[src/rtl/ram_stream_reader_pkg.sv]
// ---------------------------------------------------------------------------
// ram_stream_reader_pkg
//
// Shared definitions for the burst read engine that sits behind the
// dual-port weight/feature RAM.
//
// Contents:
//   RSR_RAM_DEPTH  - default RAM depth in words (shared with the RAM instance)
//   RSR_DATA_WIDTH - default RAM / stream word width
//   rsr_state_e    - reader FSM state encoding (IDLE / ISSUE / DRAIN)
// ---------------------------------------------------------------------------
package ram_stream_reader_pkg;

  localparam int RSR_RAM_DEPTH  = 32;
  localparam int RSR_DATA_WIDTH = 64;

  // Reader FSM. The encoding is visible on the dbg_state port, so keep the
  // values stable: IDLE=0, ISSUE=1, DRAIN=2.
  typedef enum logic [1:0] {
    ST_IDLE  = 2'd0,
    ST_ISSUE = 2'd1,
    ST_DRAIN = 2'd2
  } rsr_state_e;

endpackage

[src/rtl/ram_stream_reader_stream_fifo2.sv]
// ---------------------------------------------------------------------------
// ram_stream_reader_stream_fifo2
//
// Two-entry valid/ready buffer carrying a data word plus a last flag. It
// absorbs the RAM's one-cycle read latency so the reader can keep one read
// in flight while the consumer stalls.
//
// Handshake: a word transfers on the output on any clock edge where
// out_valid && out_ready are both high; out_valid never depends on
// out_ready, and out_data/out_last hold stable while out_valid && !out_ready.
// The input side has no ready: the producer only pushes when it has already
// reserved a slot (credit check in the parent), so a push arriving at
// count 2 without a same-cycle pop never happens.
//
// Ports:
//   clk, rst   - clock, synchronous active-high reset (flushes the buffer)
//   in_valid   - push the word on in_data/in_last this cycle
//   in_data    - word to push
//   in_last    - last-of-burst tag travelling with the word
//   out_valid  - head entry present
//   out_ready  - consumer accepts the head entry
//   out_data   - head entry data
//   out_last   - head entry last tag
//   count      - current occupancy (0..2), used for credit accounting
// ---------------------------------------------------------------------------
module ram_stream_reader_stream_fifo2
  import ram_stream_reader_pkg::*;
#(
  parameter int DATA_WIDTH = RSR_DATA_WIDTH
) (
  input  logic                  clk,
  input  logic                  rst,
  input  logic                  in_valid,
  input  logic [DATA_WIDTH-1:0] in_data,
  input  logic                  in_last,
  output logic                  out_valid,
  input  logic                  out_ready,
  output logic [DATA_WIDTH-1:0] out_data,
  output logic                  out_last,
  output logic [1:0]            count
);

  // Entry 0 is always the head; entry 1 is the tail when two are held.
  logic [DATA_WIDTH-1:0] data0_q;
  logic [DATA_WIDTH-1:0] data1_q;
  logic                  last0_q;
  logic                  last1_q;
  logic [1:0]            count_q;

  logic pop;
  logic push;

  assign out_valid = (count_q != 2'd0);
  assign pop       = out_valid && out_ready;
  // A push at count 2 is only legal alongside a pop.
  assign push      = in_valid && ((count_q != 2'd2) || pop);

  assign out_data  = data0_q;
  assign out_last  = last0_q;
  assign count     = count_q;

  always_ff @(posedge clk) begin
    if (rst) begin
      data0_q <= '0;
      data1_q <= '0;
      last0_q <= 1'b0;
      last1_q <= 1'b0;
      count_q <= 2'd0;
    end else begin
      case ({push, pop})
        2'b10: begin
          if (count_q == 2'd0) begin
            data0_q <= in_data;
            last0_q <= in_last;
          end else begin
            data1_q <= in_data;
            last1_q <= in_last;
          end
          count_q <= count_q + 2'd1;
        end
        2'b01: begin
          // Shift tail to head; at count 1 this copies a stale tail,
          // which is harmless because the entry becomes invalid.
          data0_q <= data1_q;
          last0_q <= last1_q;
          count_q <= count_q - 2'd1;
        end
        2'b11: begin
          // Occupancy unchanged; pop can only coincide with count 1 or 2.
          if (count_q == 2'd2) begin
            data0_q <= data1_q;
            last0_q <= last1_q;
            data1_q <= in_data;
            last1_q <= in_last;
          end else begin
            data0_q <= in_data;
            last0_q <= in_last;
          end
        end
        default: begin
        end
      endcase
    end
  end

endmodule

[src/rtl/ram_stream_reader.sv]
// ---------------------------------------------------------------------------
// ram_stream_reader
//
// Burst read engine. Takes a (base address, length) command, issues one
// single-cycle read per word on a RAM port, and streams the returned words
// out on a valid/ready interface with a last flag. Under no backpressure it
// sustains one word per cycle.
//
// Handshake (both cmd_* and out_*): a transfer happens on a clock edge where
// valid && ready are both high. A source never lowers valid or changes its
// payload until the transfer happens; ready may toggle freely.
//
// Ports:
//   clk        - sole clock, all state on posedge
//   rst        - synchronous active-high reset
//   cmd_valid  - command offered (ignored unless the reader is idle)
//   cmd_ready  - reader idle and out of reset
//   cmd_addr   - first word address
//   cmd_len    - burst length in words, 0..RAM_DEPTH
//   ram_en     - RAM read enable for this cycle
//   ram_addr   - RAM read address (held when ram_en is low)
//   ram_rdata  - RAM registered read data, valid the cycle after ram_en
//   out_valid  - stream word present
//   out_ready  - consumer accepts
//   out_data   - stream word
//   out_last   - final word of the burst
//   done       - one-cycle pulse once a burst has fully drained
//   dbg_state  - current FSM state (rsr_state_e encoding)
// ---------------------------------------------------------------------------
module ram_stream_reader
  import ram_stream_reader_pkg::*;
#(
  parameter int RAM_DEPTH  = RSR_RAM_DEPTH,
  parameter int ADDR_WIDTH = $clog2(RAM_DEPTH),
  parameter int DATA_WIDTH = RSR_DATA_WIDTH,
  parameter int LEN_WIDTH  = ADDR_WIDTH + 1
) (
  input  logic                  clk,
  input  logic                  rst,
  input  logic                  cmd_valid,
  output logic                  cmd_ready,
  input  logic [ADDR_WIDTH-1:0] cmd_addr,
  input  logic [LEN_WIDTH-1:0]  cmd_len,
  output logic                  ram_en,
  output logic [ADDR_WIDTH-1:0] ram_addr,
  input  logic [DATA_WIDTH-1:0] ram_rdata,
  output logic                  out_valid,
  input  logic                  out_ready,
  output logic [DATA_WIDTH-1:0] out_data,
  output logic                  out_last,
  output logic                  done,
  output logic [1:0]            dbg_state
);

  localparam logic [ADDR_WIDTH-1:0] ADDR_LAST = ADDR_WIDTH'(RAM_DEPTH - 1);
  localparam logic [ADDR_WIDTH-1:0] ADDR_ONE  = ADDR_WIDTH'(1);
  localparam logic [LEN_WIDTH-1:0]  LEN_ONE   = LEN_WIDTH'(1);

  rsr_state_e            state_q;
  logic [ADDR_WIDTH-1:0] addr_q;        // next address to issue
  logic [LEN_WIDTH-1:0]  remaining_q;   // words still to issue
  logic                  inflight_q;    // a read was issued last cycle
  logic                  inflight_last_q;
  logic                  zero_pend_q;   // zero-length command awaiting its done
  logic                  done_q;

  logic [1:0]            fifo_count;
  logic                  pop;
  logic [2:0]            occupancy;
  logic [2:0]            occupancy_limit;
  logic                  issue;
  logic [ADDR_WIDTH-1:0] addr_next;

  // Buffer credit: words held plus the word still in the RAM pipeline must
  // stay within two entries after this cycle's pop. A pop this cycle frees
  // a slot immediately, which is what keeps full rate at steady state.
  assign pop             = out_valid && out_ready;
  assign occupancy       = {1'b0, fifo_count} + {2'b00, inflight_q};
  assign occupancy_limit = 3'd2 + {2'b00, pop};

  assign issue = (state_q == ST_ISSUE) && (remaining_q != '0)
                 && (occupancy < occupancy_limit);

  // Explicit wrap so a non-power-of-two depth still wraps at RAM_DEPTH-1.
  assign addr_next = (addr_q == ADDR_LAST) ? '0 : addr_q + ADDR_ONE;

  assign cmd_ready = (state_q == ST_IDLE) && !rst;
  assign ram_en    = issue;
  assign ram_addr  = addr_q;
  assign done      = done_q;
  assign dbg_state = state_q;

  always_ff @(posedge clk) begin
    if (rst) begin
      state_q         <= ST_IDLE;
      addr_q          <= '0;
      remaining_q     <= '0;
      inflight_q      <= 1'b0;
      inflight_last_q <= 1'b0;
      zero_pend_q     <= 1'b0;
      done_q          <= 1'b0;
    end else begin
      // The read issued now returns next cycle and is pushed then; the
      // word issued with remaining==1 carries the last tag.
      inflight_q      <= issue;
      inflight_last_q <= issue && (remaining_q == LEN_ONE);
      zero_pend_q     <= 1'b0;
      done_q          <= zero_pend_q;

      case (state_q)
        ST_IDLE: begin
          if (cmd_valid) begin
            addr_q      <= cmd_addr;
            remaining_q <= cmd_len;
            if (cmd_len == '0) begin
              // Nothing to read: stay idle, done pulses one cycle later.
              zero_pend_q <= 1'b1;
            end else begin
              state_q <= ST_ISSUE;
            end
          end
        end

        ST_ISSUE: begin
          if (issue) begin
            addr_q      <= addr_next;
            remaining_q <= remaining_q - LEN_ONE;
            if (remaining_q == LEN_ONE) begin
              state_q <= ST_DRAIN;
            end
          end
        end

        ST_DRAIN: begin
          // The tagged word cannot reach the head before DRAIN, because
          // it is pushed one cycle after its issue moved us here.
          if (pop && out_last) begin
            state_q <= ST_IDLE;
            done_q  <= 1'b1;
          end
        end

        default: begin
          state_q <= ST_IDLE;
        end
      endcase
    end
  end

  ram_stream_reader_stream_fifo2 #(
    .DATA_WIDTH (DATA_WIDTH)
  ) u_stream_fifo2 (
    .clk       (clk),
    .rst       (rst),
    .in_valid  (inflight_q),
    .in_data   (ram_rdata),
    .in_last   (inflight_last_q),
    .out_valid (out_valid),
    .out_ready (out_ready),
    .out_data  (out_data),
    .out_last  (out_last),
    .count     (fifo_count)
  );

endmodule

[config.mk]
export PLATFORM = sky130hd
export DESIGN_NAME = ram_stream_reader
export DESIGN_NICKNAME = d
export VERILOG_FILES = /design/src/rtl/ram_stream_reader_pkg.sv /design/src/rtl/ram_stream_reader_stream_fifo2.sv /design/src/rtl/ram_stream_reader.sv
export SDC_FILE = /design/constraint.sdc
export NUM_CORES = 1
export LEC_CHECK = 0
export CAP_MARGIN = 40
export CORE_ASPECT_RATIO = 0.6
export CORE_MARGIN = 2
export CORE_UTILIZATION = 35
export DETAILED_ROUTE_END_ITERATION = 8
export PLACE_DENSITY = 0.57
export SETUP_SLACK_MARGIN = 0.5
export SLEW_MARGIN = 10
export SYNTH_ARGS = -nofsm -noshare
export SYNTH_HDL_FRONTEND = slang
export SYNTH_SLANG_ARGS = --single-unit
[constraint.sdc]
create_clock -name clk -period 3.5 [get_ports clk]
set_clock_uncertainty 0.1 [all_clocks]
set_input_delay 0.7 -clock clk [delete_from_list [all_inputs] [get_ports clk]]
set_output_delay 0.7 -clock clk [all_outputs]
set_load 0.02 [all_outputs]
---- Yosys cells after proc, flatten, opt, wreduce, memory -nomap -nowiden ----
Index checks and enable logic that the tools add are counted.
storage, ports and cells
  register bits after elaboration ......... 149
  input bits .............................. 79
cells by class
  order comparisons ....................... 1
  bitwise logic cells ..................... 2
  equal/unequal tests ..................... 17
  $add $sub $neg .......................... 6
  reduce and logical (&&, ||, !) cells .... 23
  multiplexer cells ....................... 29
operators by type and width
  cell                                                                 number
  64-bit two-way mux                                                   4
  64-bit case mux with 3 select lines                                  1
  64-bit case mux with 2 select lines                                  1
  5-bit two-way mux                                                    3
  6-bit two-way mux                                                    2
  2-bit != test (second input constant)                                6
  6-bit case mux with 2 select lines                                   1
  2-bit two-way mux                                                    5
  5-bit case mux with 2 select lines                                   1
  2-bit == test (second input constant)                                4
  2-bit nonzero test                                                   4
  1-bit logical AND                                                    7
  1-bit two-way mux                                                    7
  6-bit by 1-bit == test with 1-bit output (second input constant)     1
  6-bit logical NOT                                                    1
  2-bit by 1-bit != test with 1-bit output (second input constant)     3
  2-bit case mux with 3 select lines                                   1
  3-bit AND reduction                                                  2
  6-bit nonzero test                                                   1
  6-bit by 1-bit subtractor with 6-bit output (second input constant)  1
  5-bit by 1-bit adder with 5-bit output (second input constant)       1
  5-bit == test (second input constant)                                1
  5-bit AND reduction                                                  1
  2-bit by 1-bit == test with 1-bit output (second input constant)     2
  other kinds (15)                                                     17

---- Longest topological paths before layout ----
Gate-level depths: netlist of run 1.
  word-level depth ........................ 7
  mapped depth ............................ 7
  depth with buffers taken out ............ 7

---- By module ----
Synthesis of run 1 repeated with hierarchy kept, for this count alone.
second synthesis, totals
  cell total of the unflattened synthesis .. 871
  area, all modules ....................... 8,335.5 µm²
by module, submodules not included
  module                          times used  area each (µm²)  cells an instance
  ram_stream_reader_stream_fifo2  1           7,213.2          748
  ram_stream_reader               1           1,122.3          123

---- Worst setup path before layout of run 1 ----
OpenSTA, ideal clock, no wires.
  path kind ............................... input -> output
  start point ............................. input rst
  end point ............................... output cmd_ready
  setup slack ............................. 0.999 ns
  buffers on the path ..................... 3
  arrival ................................. 1.701 ns
  cell stages on the path ................. 4
  cells stage by stage .................... clkbuf_1 > clkbuf_1 > clkbuf_1 > nor3_1
on the way
  cells in the longest elaborated chain, start to end .. 2
RTL lines
  element             RTL line                 RTL
  start: declaration  ram_stream_reader.sv:39  input logic rst,
  1-bit logical NOT   ram_stream_reader.sv:87  assign cmd_ready = (state_q == ST_IDLE) && !rst;
  1-bit logical AND   ram_stream_reader.sv:87
  end: declaration    ram_stream_reader.sv:41  output logic cmd_ready,
No other way between the ends.

---- Final worst setup path of run 1 ----
  start point ............................. input out_ready
  end point ............................... output ram_en
on the way
  cells in the longest elaborated chain, start to end .. 4
RTL lines
  element                                 RTL line                 RTL
  start: declaration                      ram_stream_reader.sv:48  input logic out_ready,
  1-bit logical AND                       ram_stream_reader.sv:77  assign pop = out_valid && out_ready;
  2-bit by 1-bit adder with 3-bit output  ram_stream_reader.sv:79  assign occupancy_limit = 3'd2 + {2'b00, pop};
  3-bit < comparator                      ram_stream_reader.sv:82  && (occupancy < occupancy_limit);
  1-bit logical AND                       ram_stream_reader.sv:82
  end: declaration                        ram_stream_reader.sv:44  output logic ram_en,
No other way between the ends.

==> results.sh, run 1 <==
export IMPL_crit_chain="clkdlybuf4s50_1 -> o21ai_2 -> o21ai_1 -> nand3_1 -> inv_1 -> clkdlybuf4s15_1"
export IMPL_period_share_pct=82.56
export IMPL_p_leak_nw=3.375
export IMPL_ys_ff_latch=149
export IMPL_async_flop_share_pct=0
export IMPL_cpMaxStageDelayCell="clkdlybuf4s50_1"
export IMPL_synth_main_ff_cell="dfxtp_1"
export IMPL_post_cts_buffers=0
export IMPL_grt_overflow=0
export IMPL_holdWs_ps=351.8
export IMPL_syn_num_nets=803
export IMPL_cp_end_kind="output pin"
export IMPL_htreeDepth=4
export IMPL_final_common_cell="clkdlybuf4s50_1"
export IMPL_postSynthCellCount=717
export IMPL_yosysTopAreaCell="dfxtp_1"
export IMPL_finalWeightedCongestion=0.8179
export IMPL_clk_pin_slew_worst_paths_ps=60
export IMPL_layout_common_cells="152 x clkdlybuf4s50_1, 149 x dfxtp_1, 146 x nand2_1"
export IMPL_hold_viol_final=0
export IMPL_status="finished, final reports clean"
export IMPL_postRouteAntennaNets=0
export IMPL_ctsHoldBuffers=0
export IMPL_design_core_area_um2=17270
export IMPL_vias=5425
export IMPL_drt_iter0_drc=288
export IMPL_slew_headroom_pct=51.78
export IMPL_rsz0062_at_grt="false"
export IMPL_power_density_nw_per_um2=552.5
export IMPL_final_layout_size_suffix_gt1_share_pct=7.407
export IMPL_routedWlPerCell_um=15.13
export IMPL_grt_pass1_vias=5261
export IMPL_die_h_um=107.3
export IMPL_drcViolationCount=0
export IMPL_crit_type="input pin to output pin"
export IMPL_critPathMaxFanout=6
export IMPL_synth_edf_count=0
export IMPL_clockBufferDepth=2
export IMPL_tns_ps=0
export IMPL_insertion_delay_ps=420
export IMPL_ys_types=46
export IMPL_ys_warn_count=0
export IMPL_vias_per_cell=4.936
export IMPL_cts_sinks=149
export IMPL_grt_pass1_wl_um=26640
export IMPL_areaGrowthSynthToFinish_pct=38.39
export IMPL_syn_avg_cell_area_um2=8.682
export IMPL_synthTopCellsByArea="dfxtp_1 48%, mux2i_1 10%, nand2_1 8.9%"
export IMPL_worst_pin_slew_ps=720.7
export IMPL_final_net_count=937
export IMPL_initial_core_util_pct=36.05
export IMPL_cts_tree="yes"
export IMPL_grtUsageTotal_pct=17.90
export IMPL_fmax_ghz=0.3461
export IMPL_n_fill_cell=1586
export IMPL_antenna_found_initial=1
export IMPL_wl_um=16630
export IMPL_netlist_area_um2=6225
export IMPL_drv_cap=0
export IMPL_dieArea_um2=18900
export IMPL_cts_root_buf="clkbuf_16"
export IMPL_slew_viol_final=0
export IMPL_die_w_um=176.2
export IMPL_dpl_hpwl_um=11290
export IMPL_finalSetupViolations=0
export IMPL_cp_slowest_stage_delay_ps=580
export IMPL_hp_class="flip-flop to flip-flop"
export IMPL_rows=37
export IMPL_drt_pass1_iterations=4
export IMPL_cp_required_ps=2700
export IMPL_numCtsBuffers=17
export IMPL_start_kind="input pin"
export IMPL_arrival_ps=2090
export IMPL_portBuffers=154
export IMPL_yosysSeqAreaShare_pct=47.92
export IMPL_peakVddDrop_mv=0.2569
export IMPL_grt_max_degree=65
export IMPL_boundaryPins=155
export IMPL_synth_top_cell_area_share_pct=47.92
export IMPL_finalCriticalPeriod_ps=2889
what timing repair did:
item | CTS | global route
endpoints found under the setup margin | 1 | 1
hold endpoints to repair | 0 | 0
resized for setup | 2 | 1
final timing paths:
kind | slack [ps] | start | cells after the start | to
worst min register to register | 350 | u_stream_fifo2.data1_q[3] | 2 | u_stream_fifo2.data1_q[3]
worst min-delay path | 350 | u_stream_fifo2.data1_q[3] | 2 | u_stream_fifo2.data1_q[3]
worst max register to register | 1250 | inflight_q | 6 | remaining_q[5]
worst max-delay path | 610 | out_ready | 6 | ram_en
state kept, by name (all words and copies together) (netlist names):
name                     cells
done                         1
u_stream_fifo2.count         2
inflight_q                   1
inflight_last_q              1
u_stream_fifo2.out_data     64
remaining_q                  6
dbg_state                    2
zero_pend_q                  1
ram_addr                     5
u_stream_fifo2.data1_q      64
u_stream_fifo2.out_last      1
u_stream_fifo2.last1_q       1
logic make-up after synthesis:
family | after synthesis | share of synthesized area (%)
flip-flops | 149 | 47.92
buffers and inverters | 66 | 5.146
multiplexers | 65 | 10.45
XOR/XNOR | 1 | 0.1407
AND/OR/NAND/NOR | 255 | 16.62
adder cells (fa/ha/maj) | 7 | 1.407
AO/OA/AOI/OAI | 174 | 18.31
cell usage after synthesis (2+ instances only):
master	n
dfxtp_1	149
nand2_1	147
a21oi_1	78
nor2_1	76
a211oi_1	66
mux2i_1	65
clkbuf_1	32
buf_2	16
nor3_1	11
inv_1	10
buf_6	7
ha_1	7
nand3_1	7
o21ai_0	4
o2111ai_1	3
o21ai_1	3
a211oi_2	2
a21o_1	2
a31oi_1	2
nand2b_1	2
o31ai_1	2
o41ai_1	2
per-stage QoR:
| step | worst slack (ps) | total power, mW | area, um^2 | std cells | util, % |
|---|---|---|---|---|---|
| 4_1_cts | 598.8 | 4.804 | 8611 | 1098 | 49.87 |
| 3_5_place_dp | 326.7 | 2.966 | 8015 | 1066 | 46.42 |
| 3_3_place_gp | 342.6 | 2.936 | 7968 | 1064 | 46.14 |
| 6_report | 610.5 | 4.759 | 8615 | 1099 | 49.89 |
| 5_1_grt | 507.8 | 4.984 | 8612 | 1098 | 49.87 |
| 2_1_floorplan | 998.8 | 2.504 | 6225 | 717 | - |
critical path, delay by kind of cell:
kind,cells,cell delay [ps]
buffers and inverters,3,1010
AO/OA/AOI/OAI,2,260
AND/OR/NAND/NOR,1,120
where the power goes:
group	total, mW	switching, mW	internal [mW]
Clock	1.83	0.723	1.10
Sequential	1.93	0.101	1.83
Combinational	1.00	0.530	0.475
cell type report:
| cell class | instances | area, um^2 | share of cell area (%) |
|---|---|---|---|
| inverter | 11 | 41.29 | 0.4793 |
| sequential | 149 | 2983 | 34.63 |
| antenna | 1 | 2.502 | 0.02905 |
| tap | 234 | 292.8 | 3.399 |
| clock inverter | 12 | 126.4 | 1.467 |
| multi-input combinational | 502 | 2948 | 34.22 |
| clock buffer | 20 | 466.7 | 5.418 |
| timing repair buffer | 170 | 1754 | 20.36 |
per-layer routing:
layer,vias to the layer above,part of all wire [%],global-route usage [%]
met1,2478,52,25.91
met5,-,0,0
met2,156,40,25.24
met3,20,7.2,5.226
li1,2771,-,-
met4,0,1.3,5.903
(Power assumes the default switching activity.)
==> run 2, diff against run 1 <==
==> constraint.sdc (replaced) <==
create_clock -name clk -period 2.72 [get_ports clk]
set_clock_uncertainty 0.1 [all_clocks]
set_input_delay 0.544 -clock clk [delete_from_list [all_inputs] [get_ports clk]]
set_output_delay 0.544 -clock clk [all_outputs]
set_load 0.02 [all_outputs]
==> run 2 against run 1 <==
Register-to-register slack lost 520 ps; cell area grew 0.92%; worst hold slack improved by 1.5 ps; combinational power up 34%; total power increased by 28%; clock-buffer cell count is 1 lower; sequential power grew 28%; flip-flop and latch count stayed put; die area unchanged; critical path depth is 1 lower; first-iteration DRC count up 22%; global-route usage decreased by 0.071 points; highest routed layer unchanged.
==> results.sh, run 2 (synthesized netlist as in run 1, its figures left out) <==
export IMPL_dieArea_um2=18900
export IMPL_power_internal_mw=4.258
export IMPL_p_leak_nw=3.430
export IMPL_seq_area_um2=2990
export IMPL_die_h_um=107.3
export IMPL_power_density_nw_per_um2=702.5
export IMPL_clk_pin_slew_worst_paths_ps=70
export IMPL_insertion_delay_ps=420
export IMPL_ctsHoldBuffers=0
export IMPL_grt_max_degree=151
export IMPL_htreeDepth=4
export IMPL_r2r_slack_ps=730
export IMPL_tns_ps=0
export IMPL_fin_cells=1105
export IMPL_hold_viol_final=0
export IMPL_layout_common_cells="147 x clkdlybuf4s50_1, 146 x nand2_1, 145 x dfxtp_1"
export IMPL_slew_headroom_pct=55.89
export IMPL_finalWeightedCongestion=0.8075
export IMPL_rsz0062_at_grt="true"
export IMPL_final_net_count=943
export IMPL_grt_overflow=0
export IMPL_routedWlPerCell_um=15.12
export IMPL_grt_pass1_vias=5203
export IMPL_grt_pass1_wl_um=26740
export IMPL_postRouteAntennaNets=0
export IMPL_vias_per_cell=5.005
export IMPL_areaGrowthSynthToFinish_pct=39.66
export IMPL_slew_viol_final=0
export IMPL_cp_required_ps=2080
export IMPL_fin_area_um2=8693
export IMPL_finalSetupViolations=0
export IMPL_drv_cap=0
export IMPL_status="finished, final reports clean"
export IMPL_hp_class="flip-flop to flip-flop"
export IMPL_switching_share_pct=30.28
export IMPL_seq_power_share_pct=40.5
export IMPL_drcViolationCount=0
export IMPL_wl_um=16710
export IMPL_vias=5530
export IMPL_final_layout_size_suffix_gt1_share_pct=9.195
export IMPL_multi_input_area_um2=2979
export IMPL_dp_cells=1068
export IMPL_antenna_found_initial=1
export IMPL_p_comb_share_pct=21.9
export IMPL_numCtsBuffers=17
export IMPL_design_core_area_um2=17270
export IMPL_boundaryPins=155
export IMPL_worst_pin_slew_ps=661.6
export IMPL_drt_pass1_iterations=4
export IMPL_fmax_ghz=0.4460
export IMPL_crit_path_end="ram_en"
export IMPL_p_total_mw=6.107
export IMPL_postPlaceCellArea_um2=8035
export IMPL_timing_rr_start="dbg_state[0]"
export IMPL_reg2reg_to="ram_addr[4]"
export IMPL_cts_sinks=149
export IMPL_initial_core_util_pct=36.05
export IMPL_timing_final_ws_setup_ps=477.9
export IMPL_final_common_cell="clkdlybuf4s50_1"
export IMPL_crit_start="remaining_q[4]"
export IMPL_rows=37
export IMPL_n_fill_cell=1602
export IMPL_crit_type="flip-flop to output pin"
export IMPL_period_share_pct=82.43
export IMPL_clockBufferDepth=2
export IMPL_cts_tree="yes"
export IMPL_grtUsageTotal_pct=17.83
export IMPL_r2r_cells=5
export IMPL_dp_slack_ps=-33.28
export IMPL_drt_iter0_drc=351
export IMPL_finalCriticalPeriod_ps=2242
export IMPL_arrival_ps=1600
export IMPL_die_w_um=176.2
export IMPL_cts_root_buf="clkbuf_16"
export IMPL_peakVddDrop_mv=0.3505
export IMPL_dpl_hpwl_um=10910
export IMPL_p_clk_share_pct=37.6
export IMPL_portBuffers=154
export IMPL_critPathMaxFanout=4
export IMPL_start_kind="flip-flop"
export IMPL_p_switching_mw=1.849
export IMPL_cp_end_kind="output pin"
run 2: worst min path at each step:
stage                                      end  cells after the start                       start  slack (ps)
finish              u_stream_fifo2.data1_q[41]                      2  u_stream_fifo2.data1_q[41]         350
floorplan                                 done                      2                 zero_pend_q         310
global route         u_stream_fifo2.data1_q[9]                      2   u_stream_fifo2.data1_q[9]         370
detailed placement                        done                      2                 zero_pend_q         340
CTS                 u_stream_fifo2.data1_q[41]                      2  u_stream_fifo2.data1_q[41]         350
global placement                          done                      2                 zero_pend_q         340
run 2: through the flow:
stage               hold WS, ps  utilization, %
floorplan                 313.0               -
global placement          335.7           46.53
detailed placement        343.7           46.53
CTS                       354.7           49.87
global route              373.5           50.33
finish                    353.3           50.34
run 2: repair_timing:
action,4_1_cts,5_1_grt
hold endpoints to repair,0,0
pin swaps,0,3
endpoints found under the setup margin,5,5
setup buffers,0,4
resized for setup,9,14
run 2: worst max-delay path, stage by stage (launching register included):
cell and delay (ps):
dfxtp_1 360, nor4_4 420, a21oi_4 110, nand3_2 100, inv_2 40, buf_4 150
run 2: final cells by class:
type / instances / share of cell area, %
clock inverter: 13 / 1.511
sequential: 149 / 34.40
multi-input combinational: 502 / 34.27
antenna: 1 / 0.02879
clock buffer: 19 / 5.210
inverter: 11 / 0.4750
timing repair buffer: 176 / 20.74
tap: 234 / 3.368
run 2: per-layer routing:
metal  vias up  wire, um  GRT usage [%]
met3        13      1185          5.791
li1       2776         -              -
met5         -         0              0
met4         0       113          3.837
met2       166      6975          25.66
met1      2575      8438          25.79
run 2: power by group through the flow:
stage / sequential [mW] / combinational [mW] / clock, mW
after floorplan: 2.67 / 0.553 / 0
after global placement: 2.52 / 1.27 / 0
after detailed placement: 2.52 / 1.29 / 0
after CTS: 2.47 / 1.29 / 2.36
after global routing: 2.49 / 1.45 / 2.47
final: 2.47 / 1.34 / 2.30
